`config.mk`:
```
export PLATFORM = sky130hd
export DESIGN_NAME = spdif_tx
export DESIGN_NICKNAME = d
export VERILOG_FILES = /design/src/rtl/spdif_pkg.sv /design/src/rtl/spdif_bmc_enc.sv /design/src/rtl/spdif_tx.sv
export SDC_FILE = /design/constraint.sdc
export NUM_CORES = 1
export LEC_CHECK = 0
export ABC_CLOCK_PERIOD_IN_PS = 3050
export CORE_ASPECT_RATIO = 1.75
export CORE_UTILIZATION = 42
export CTS_CLUSTER_DIAMETER = 150
export DETAILED_ROUTE_END_ITERATION = 7
export PLACE_DENSITY = 0.61
export SLEW_MARGIN = 10
export SYNTH_ARGS = -nofsm -noshare
export SYNTH_HDL_FRONTEND = slang
export SYNTH_SLANG_ARGS = --single-unit
```
`constraint.sdc`:
```
create_clock -name clk_in -period 3.05 [get_ports clk_in]
set_input_delay 0.4575 -clock clk_in [delete_from_list [all_inputs] [get_ports clk_in]]
set_output_delay 0.4575 -clock clk_in [all_outputs]
set_load 0.02 [all_outputs]
```
`src/rtl/spdif_pkg.sv`:
```
// S/PDIF transmitter constants: preambles, subframe slot map, frame/block geometry.
package spdif_pkg;

    localparam logic [7:0] PRE_B = 8'b1110_1000;
    localparam logic [7:0] PRE_M = 8'b1110_0010;
    localparam logic [7:0] PRE_W = 8'b1110_0100;

    localparam int SLOT_AUDIO_LSB = 4;
    localparam int SLOT_V         = 28;
    localparam int SLOT_U         = 29;
    localparam int SLOT_C         = 30;
    localparam int SLOT_P         = 31;

    localparam int UI_PER_SUBFRAME  = 64;
    localparam int FRAMES_PER_BLOCK = 192;

endpackage

```
`src/rtl/spdif_bmc_enc.sv`:
```
// Purpose: next biphase-mark line level for one unit interval (preamble or data slot).
// Latency: combinational; the caller registers the result on the tick edge.
// Backpressure: none, evaluated every cycle.
module spdif_bmc_enc
    import spdif_pkg::*;
(
    input  logic       i_prev_lvl,
    input  logic       i_pre_ref,
    input  logic [5:0] i_ui,
    input  logic [7:0] i_preamble,
    input  logic       i_bit,
    output logic       o_lvl
);

    logic w_in_pre;
    logic w_ref;

    assign w_in_pre = (i_ui < 6'(2 * SLOT_AUDIO_LSB));
    // Preamble patterns are relative to the level held just before UI 0.
    assign w_ref    = (i_ui == 6'd0) ? i_prev_lvl : i_pre_ref;

    always_comb begin
        o_lvl = i_prev_lvl;
        if (w_in_pre) begin
            o_lvl = i_preamble[~i_ui[2:0]] ^ w_ref;
        end else if (!i_ui[0]) begin
            o_lvl = ~i_prev_lvl;
        end else begin
            o_lvl = i_prev_lvl ^ i_bit;
        end
    end

endmodule

```
`src/rtl/spdif_tx.sv`:
```
// Purpose: S/PDIF subframe/frame sequencer with one-entry sample-pair holding buffer.
// Latency: spdif_out changes on the same clk_in edge that samples tick.
// Backpressure: in_ready low while the buffer holds a pair; drained at each frame start.
module spdif_tx
    import spdif_pkg::*;
#(
    parameter logic [31:0] CS_LOW = 32'h0000_0004
)
(
    input  logic        clk_in,
    input  logic        rst_n,
    input  logic        tick,
    input  logic [23:0] left_in,
    input  logic [23:0] right_in,
    input  logic        in_valid,
    output logic        in_ready,
    output logic        spdif_out,
    output logic        block_start,
    output logic        underrun
);

    logic [5:0]  r_ui;
    logic        r_right;
    logic [7:0]  r_frame;
    logic        r_buf_full;
    logic [23:0] r_buf_l;
    logic [23:0] r_buf_r;
    logic [23:0] r_smp_l;
    logic [23:0] r_smp_r;
    logic        r_v;
    logic        r_lvl;
    logic        r_pre_lvl;
    logic        r_block_start;
    logic        r_underrun;

    logic        w_xfer;
    logic        w_consume;
    logic [4:0]  w_slot;
    logic [4:0]  w_aidx;
    logic [23:0] w_sample;
    logic        w_c;
    logic        w_par;
    logic        w_bit;
    logic [7:0]  w_preamble;
    logic        w_lvl_next;

    assign w_xfer    = in_valid && !r_buf_full;
    assign w_consume = tick && (r_ui == 6'd0) && !r_right;
    assign w_slot    = r_ui[5:1];
    assign w_aidx    = w_slot - 5'(SLOT_AUDIO_LSB);
    assign w_sample  = r_right ? r_smp_r : r_smp_l;
    assign w_c       = (r_frame < 8'd32) ? CS_LOW[r_frame[4:0]] : 1'b0;
    // Even parity over audio, V, U (always 0) and C.
    assign w_par     = (^w_sample) ^ r_v ^ w_c;

    always_comb begin
        w_preamble = PRE_W;
        if (!r_right) begin
            w_preamble = (r_frame == 8'd0) ? PRE_B : PRE_M;
        end
    end

    always_comb begin
        w_bit = 1'b0;
        if (w_slot == 5'(SLOT_V)) begin
            w_bit = r_v;
        end else if (w_slot == 5'(SLOT_C)) begin
            w_bit = w_c;
        end else if (w_slot == 5'(SLOT_P)) begin
            w_bit = w_par;
        end else if (w_slot >= 5'(SLOT_AUDIO_LSB) && w_slot < 5'(SLOT_V)) begin
            w_bit = w_sample[w_aidx];
        end
    end

    spdif_bmc_enc u_bmc_enc (
        .i_prev_lvl (r_lvl),
        .i_pre_ref  (r_pre_lvl),
        .i_ui       (r_ui),
        .i_preamble (w_preamble),
        .i_bit      (w_bit),
        .o_lvl      (w_lvl_next)
    );

    always_ff @(posedge clk_in or negedge rst_n) begin
        if (!rst_n) begin
            r_ui          <= 6'd0;
            r_right       <= 1'b0;
            r_frame       <= 8'd0;
            r_buf_full    <= 1'b0;
            r_buf_l       <= 24'd0;
            r_buf_r       <= 24'd0;
            r_smp_l       <= 24'd0;
            r_smp_r       <= 24'd0;
            r_v           <= 1'b0;
            r_lvl         <= 1'b0;
            r_pre_lvl     <= 1'b0;
            r_block_start <= 1'b0;
            r_underrun    <= 1'b0;
        end else begin
            r_block_start <= 1'b0;
            r_underrun    <= 1'b0;
            // A pair offered while an empty buffer is consumed lands for the next frame.
            if (w_consume) begin
                r_buf_full    <= w_xfer;
                r_smp_l       <= r_buf_full ? r_buf_l : 24'd0;
                r_smp_r       <= r_buf_full ? r_buf_r : 24'd0;
                r_v           <= !r_buf_full;
                r_underrun    <= !r_buf_full;
                r_block_start <= (r_frame == 8'd0);
            end else if (w_xfer) begin
                r_buf_full <= 1'b1;
            end
            if (w_xfer) begin
                r_buf_l <= left_in;
                r_buf_r <= right_in;
            end
            if (tick) begin
                r_lvl <= w_lvl_next;
                if (r_ui == 6'd0) begin
                    r_pre_lvl <= r_lvl;
                end
                r_ui <= r_ui + 6'd1;
                if (r_ui == 6'(UI_PER_SUBFRAME - 1)) begin
                    r_right <= ~r_right;
                    if (r_right) begin
                        r_frame <= (r_frame == 8'(FRAMES_PER_BLOCK - 1)) ? 8'd0 : r_frame + 8'd1;
                    end
                end
            end
        end
    end

    assign in_ready    = !r_buf_full;
    assign spdif_out   = r_lvl;
    assign block_start = r_block_start;
    assign underrun    = r_underrun;

endmodule

```
## Word-level counts from Yosys, hierarchy flattened

Memories as Yosys holds them, arrays and structs flattened.
Index checks and enable logic that the tools add are counted.
W data, S select, Z words.

| word-level totals | value |
|---|---|
| flip-flop bits (word level) | 117 |
| ROM bits | 32 |
| bits of input ports | 52 |
| word-level logic and storage cells | 71 |
| output and inout port bits | 4 |
| memories kept | 1 |

| operators by class | value |
|---|---|
| equal/unequal tests | 5 |
| magnitude comparators | 7 |
| reductions and logical operators | 12 |
| bitwise gates (word level) | 7 |
| $add $sub $neg | 3 |
| muxes and demuxes | 23 |

Memory list:

| memory | depth | bits a word | read ports | clocked after Yosys merged registers in | write ports | RTL line | source |
|---|---|---|---|---|---|---|---|
| (no name shown) | 32 | 1 | 1 | 0 | 0 | spdif_tx.sv:52 | `assign w_c = (r_frame < 8'd32) ? CS_LOW[r_frame[4:0]] : 1'b0;` |

Operators by type and width:

| kind | number |
|---|---|
| $mux W24 | 3 |
| $reduce_xor A24 Y1 | 1 |
| $eq A5 B5 Y1 const B | 3 |
| $mux W1 | 15 |
| $lt A5 B6 Y1 const B | 2 |
| $add A8 B1 Y8 const B | 1 |
| $eq A8 B8 Y1 const B | 1 |
| $logic_not A8 Y1 | 1 |
| $lt A8 B6 Y1 const B | 1 |
| $mux W4 | 2 |
| $mux W8 | 1 |
| $add A6 B1 Y6 const B | 1 |
| $eq A6 B6 Y1 const B | 1 |
| $logic_not A6 Y1 | 1 |
| $lt A6 B4 Y1 const B | 1 |
| $bmux W1 S5 | 1 |
| $ge A5 B3 Y1 const B | 1 |
| $lt A5 B5 Y1 const B | 1 |
| $sub A5 B3 Y5 const B | 1 |
| $logic_and A1 B1 Y1 | 4 |
| $lt A3 B4 Y1 const B | 1 |
| $xor A1 B1 Y1 | 4 |
| $bmux W1 S3 | 1 |
| $not A3 Y3 | 1 |
| other kinds (5) | 7 |

## Longest topological paths before layout

| depth | value |
|---|---|
| depth after elaboration | 10 |
| gate-level depth with buffers | 11 |
| gate-level depth less buffers | 10 |

## Cells and area by module

Synthesis repeated with hierarchy kept, for this count alone.

| unflattened totals | value |
|---|---|
| cell total of the unflattened synthesis | 511 |
| area, all modules | 5749.3 µm² |

By module, submodules not included:

| module | instances | area an instance (µm²) | cells an instance | seq. area each (µm²) |
|---|---|---|---|---|
| spdif_tx | 1 | 5621.6 | 497 | 2927.8 |
| spdif_bmc_enc | 1 | 127.6 | 14 | 0.0 |

## Least setup slack after synthesis

OpenSTA, ideal clock, no wires.

| timing path | value |
|---|---|
| kind | register -> register |
| start | reg r_ui[3] |
| end | reg r_lvl (netlist: spdif_out) |
| setup slack | 0.720 ns |
| period minus slack after synthesis | 2.330 ns |
| library setup time | 0.126 ns |
| stages on the path, launching flop included | 9 |
| data required time | 2.924 ns |
| arrival time | 2.204 ns |
| path buffers | 1 |
| path through | dfrtp_1 -> buf_2 -> inv_1 -> ha_1 -> inv_1 -> o311a_1 -> o41ai_1 -> o21ai_1 -> o311a_1 |

| between the ends | value |
|---|---|
| longest elaborated chain between the ends | 10 |
| elaborated cells between the ends (all ways) | 20 |
| classes of those cells | add/sub (1); order compare (3); eq/ne (3); mux (9); bitwise (2); reduce/logical (2) |

RTL lines:

| element | RTL line | source |
|---|---|---|
| start, declared | spdif_tx.sv:22 | `logic [5:0] r_ui;` |
| start signal, assigned | spdif_tx.sv:123 | `r_ui <= r_ui + 6'd1;` |
| $sub A5 B3 Y5 | spdif_tx.sv:50 | `assign w_aidx = w_slot - 5'(SLOT_AUDIO_LSB);` |
| $bmux W1 S5 | spdif_tx.sv:72 | `w_bit = w_sample[w_aidx];` |
| $mux W1 (not written as such) | spdif_tx.sv:72 |  |
| $mux W1 | spdif_tx.sv:71 | `end else if (w_slot >= 5'(SLOT_AUDIO_LSB) && w_slot < 5'(SLOT_V)) begin` |
| $mux W1 | spdif_tx.sv:69 | `end else if (w_slot == 5'(SLOT_P)) begin` |
| $mux W1 | spdif_tx.sv:67 | `end else if (w_slot == 5'(SLOT_C)) begin` |
| $mux W1 | spdif_tx.sv:65 | `if (w_slot == 5'(SLOT_V)) begin` |
| $xor A1 B1 Y1 | spdif_bmc_enc.sv:29 | `o_lvl = i_prev_lvl ^ i_bit;` |
| $mux W1 | spdif_bmc_enc.sv:26 | `end else if (!i_ui[0]) begin` |
| $mux W1 * | spdif_bmc_enc.sv:24 | `if (w_in_pre) begin` |
| end signal, assigned | spdif_tx.sv:119 | `r_lvl <= w_lvl_next;` |
| end, declared | spdif_tx.sv:31 | `logic r_lvl;` |

Every way passes the cells marked *; elsewhere a longest branch is shown, timed or not. The select of a mux whose other input is x is not followed.
A chain may end at the register's enable or synchronous reset.

## Final worst setup path

| timing path | value |
|---|---|
| start | reg r_right |
| end | reg r_lvl (netlist: spdif_out) |

| between the ends | value |
|---|---|
| longest elaborated chain between the ends | 10 |
| elaborated cells between the ends (all ways) | 17 |
| classes of those cells | mux (12); bitwise (4); reduce/logical (1) |

RTL lines:

| element | RTL line | source |
|---|---|---|
| start, declared | spdif_tx.sv:23 | `logic r_right;` |
| start signal, assigned | spdif_tx.sv:125 | `r_right <= ~r_right;` |
| $mux W24 | spdif_tx.sv:51 | `assign w_sample = r_right ? r_smp_r : r_smp_l;` |
| $bmux W1 S5 or $reduce_xor A24 Y1 (tied branches) | spdif_tx.sv:72, spdif_tx.sv:54 |  |
| $mux W1 (not written as such) or $xor A1 B1 Y1 (tied branches) | spdif_tx.sv:72, spdif_tx.sv:54 |  |
| $mux W1 or $xor A1 B1 Y1 (tied branches) | spdif_tx.sv:71, spdif_tx.sv:54 |  |
| $mux W1 | spdif_tx.sv:69 |  |
| $mux W1 | spdif_tx.sv:67 |  |
| $mux W1 | spdif_tx.sv:65 |  |
| $xor A1 B1 Y1 | spdif_bmc_enc.sv:29 |  |
| $mux W1 | spdif_bmc_enc.sv:26 |  |
| $mux W1 * | spdif_bmc_enc.sv:24 |  |

Marks and branches as above.

==> impl_metrics.py <==
metrics = {
    "outcome": {
        "status": "finished, final reports clean",
    },
    "synth": {
        "yosys.area.top_type": "dfrtp_1",
        "synthTopCellsByArea": "dfrtp_1 (51%), mux2_2 (10%), nand2_1 (7.1%)",
        "syn-mean-instance-area_sq_um": 10.93,
        "netlist.area_leader.share": 0.5100,
        "synth_cell_types": 42,
        "synth_area_sq_mm": 0.005741,
        "ys_warn_count": 0,
        "synth_fp_nets": 585,
        "synth-seq-cells": 117,
        "seq_area_frac_synth": 0.5100,
        "postSynthCellCount": 525,
    },
    "job": {
        "max-cap-violations": 0,
    },
    "worst_setup_path": {
        "criticalPathCategory": "reg -> reg",
        "critPathSlowestCell": "dfrtp_1",
        "r2r-start": "r_right$_DFFE_PN0P_",
        "worst_setup_path_end_kind": "flop",
        "critPathTopFamily": "compound AO/OA/AOI/OAI gates",
        "crit_fanout": 13,
        "regToRegSetupSlack_ps": 440,
        "worstPathCellList": "buf_4 -> mux4_1 -> nor2_1 -> a311oi_1 -> a2111oi_2 -> o41ai_1 -> o21ai_1 -> nand2_1 -> o311a_1",
        "rr_worst_depth": 9,
        "critPathLaunchType": "flop",
        "reg2reg_to": "spdif_out$_DFFE_PN0P_",
        "slowest_delay_ps": 690,
        "required_ps": 3350,
        "arrival_ps": 2900,
        "crit_buf_inv": 1,
    },
    "detailed_routing": {
        "vias": 3962,
        "vias_per_cell": 5.179,
        "remaining_drc_errors": 0,
        "ant_nets": 0,
        "wl_per_cell_um": 15.71,
        "drtIter0Drc": 179,
        "routed_wirelength_mm": 12.02,
        "drt_pass1_iterations": 4,
    },
    "clocking": {
        "cts_tree": "done",
        "ctsHoldBuffers": 0,
        "cts_sinks": 117,
        "numCtsBuffers": 17,
        "clk_pin_slew_ps": 60,
        "cts_buffer_depth": 2,
        "insertion_delay_ps": 410,
        "root_buffer": "clkbuf_16",
        "h-tree-depth": 4,
        "postCtsSetupBuffers": 0,
        "ctsResizeCount": 0,
    },
    "timing": {
        "fin_crit_ps": 2607,
        "fmax_mhz": 383.6,
        "tns_ps": 0,
        "layout_setup_ws_ps": 443.4,
        "max_slew_margin": 0.3933,
        "tightest_slew_ps": 910.1,
        "fin_skew_ps": 6.843,
        "setup_violations": 0,
        "holdWs_ps": 51.81,
        "rsz0062_at_grt": "false",
        "slew_viol_final": 0,
        "finalCritPeriodShare": 0.8546,
        "hold_viol_final": 0,
    },
    "placed_design": {
        "dp.cells": 733,
        "place_ws_ps": 430.0,
        "io_buffers": 55,
        "post-dp-hpwl_mm": 8.822,
        "place.gp.congestion": 0.8814,
    },
    "hold_path": {
        "min_path_type": "in -> async",
    },
    "grt": {
        "grt_usage": 0.1872,
        "grt_start_max_net_pins": 53,
        "gr-total-overflow": 0,
        "grt_pass1_wl_mm": 20.38,
        "grt_pass1_vias": 4129,
        "antenna_found_initial": 0,
    },
    "pwr": {
        "irDropWorstVdd_mv": 0.5489,
        "finalPower_mw": 7.401,
        "leakagePower_nw": 3.200,
        "p_per_area_mw_per_mm2": 1051,
    },
    "cells_and_area": {
        "final_layout_size_suffix_gt1_frac": 0.1777,
        "fin_nets": 638,
        "areaGrowthSynthToFinish_pct": 22.67,
        "layoutNonFillerInstCount": 765,
        "n_antenna_cell": 0,
    },
    "floorplanning": {
        "core_area_sq_mm": 0.01338,
        "pin_count": 56,
        "rows": 56,
        "dieWidth_um": 90.38,
        "initial_core_util": 0.4289,
        "die-area_sq_mm": 0.01416,
        "fp.dieH_um": 156.7,
    },
}
==> kinds of logic (layout without fill, tap and decap cells) <==
logic type / after synthesis / in the layout / share of synthesized area
AOI/OAI and AO/OA: 32 / 32 / 0.03879
xor gates and xnor gates: 50 / 50 / 0.07629
buffers and inverters: 41 / 107 / 0.03465
DFF: 117 / 117 / 0.5100
muxes: 77 / 77 / 0.1711
adders and majority gates: 8 / 8 / 0.01744
and+or+nand+nor: 200 / 200 / 0.1517
==> cell type report <==
class	instances	area (sq um)
repair buffers	66	643.1
clock buffers	17	425.4
clock inverters	15	170.2
flip-flops and latches	117	2928
multi-input cells	367	2624
fillers	1189	6341
well taps	174	217.7
inverters	9	33.78
==> layout by cell type (no fill, tap or decap), types with 3 or more instances in the layout <==
cell,n
and3_1,3
clkdlybuf4s50_1,54
a31oi_1,3
nor3_1,3
mux2i_1,16
inv_6,6
o21ai_0,9
mux2_2,51
a21oi_1,5
clkinvlp_4,4
nand3_1,59
mux4_2,4
mux4_1,6
xor2_1,24
buf_4,11
nand2_1,108
inv_1,9
nor2_1,13
nor2b_1,3
clkbuf_16,17
ha_1,8
dfrtp_1,117
xnor2_1,26
==> report_power, final <==
| part | switching (mW) | internal, mW | leakage [nW] |
|---|---|---|---|
| Clock | 0.782 | 1.23 | 0.282 |
| Combinational | 1.17 | 1.39 | 1.48 |
| Sequential | 0.629 | 2.20 | 1.44 |
==> registers in the layout, indices dropped and copies added, names as in the netlist, 6 cells and up <==
| register | cells |
|---|---|
| r_buf_l | 24 |
| r_buf_r | 24 |
| r_frame | 8 |
| r_smp_l | 24 |
| r_smp_r | 24 |
| r_ui | 6 |
==> cells in the mapped netlist <==
cell and number:
buf_12 1, buf_6 2, ha_1 8, buf_1 1, buf_4 2, dfrtp_1 117, buf_2 5, o21ai_1 1
nor2_1 14, xor2_1 24, a31oi_1 3, nand2_1 108, a211oi_1 2, a2111oi_2 1, a21o_1 2, and2_4 1
and3_1 3, nand4_1 2, o311ai_0 1, mux2i_1 16, nand2b_1 2, o311a_1 2, o41ai_1 1, a211oi_2 1
o211ai_1 1, a311oi_1 1, inv_1 9, nor2b_1 4, mux4_2 4, nand3_1 59, o2111ai_1 1, mux2_2 51
a211o_1 1, nor3_1 3, o21ai_0 9, mux4_1 6, or2_2 1, clkbuf_1 21, a21oi_1 5, xnor2_1 26
nor4_1 2, and2_1 1
==> stage by stage <==
step | utilization | cell area [sq um]
final | 0.5262 | 7042
after global routing | 0.5262 | 7042
after CTS | 0.5262 | 7042
after detailed placement | 0.4817 | 6446
after global placement | 0.4817 | 6446
after floorplan | - | 5741
==> worst register-to-register path: cells and delay by family, from the launching register on <==
family | cells | cell delay [ps]
AO/OA/AOI/OAI | 5 | 790
buffers and inverters | 1 | 280
flip-flops | 1 | 690
multiplexers | 1 | 570
AND/OR/NAND/NOR | 2 | 180
==> per-layer routing <==
metal	global-route usage	up-vias	part of all wire	routed length, um
met2	0.3428	73	0.55	6586
met3	0.04859	20	0.028	342
met5	0	-	0	0
met1	0.2036	1966	0.40	4766
li1	-	1903	-	-
met4	0.07757	0	0.027	321
==> worst max-delay path by stage <==
| stage | from | slack [ps] | end | cells past startpoint |
|---|---|---|---|---|
| finish | r_right$_DFFE_PN0P_ | 440 | spdif_out$_DFFE_PN0P_ | 9 |
| global route | r_right$_DFFE_PN0P_ | 250 | spdif_out$_DFFE_PN0P_ | 9 |
| CTS | r_right$_DFFE_PN0P_ | 430 | spdif_out$_DFFE_PN0P_ | 9 |
| detailed placement | r_right$_DFFE_PN0P_ | 430 | spdif_out$_DFFE_PN0P_ | 9 |
| global placement | r_right$_DFFE_PN0P_ | 480 | spdif_out$_DFFE_PN0P_ | 9 |
| floorplan | r_ui[3]$_DFFE_PN0P_ | 720 | spdif_out$_DFFE_PN0P_ | 8 |
(Power assumes the default switching activity.)
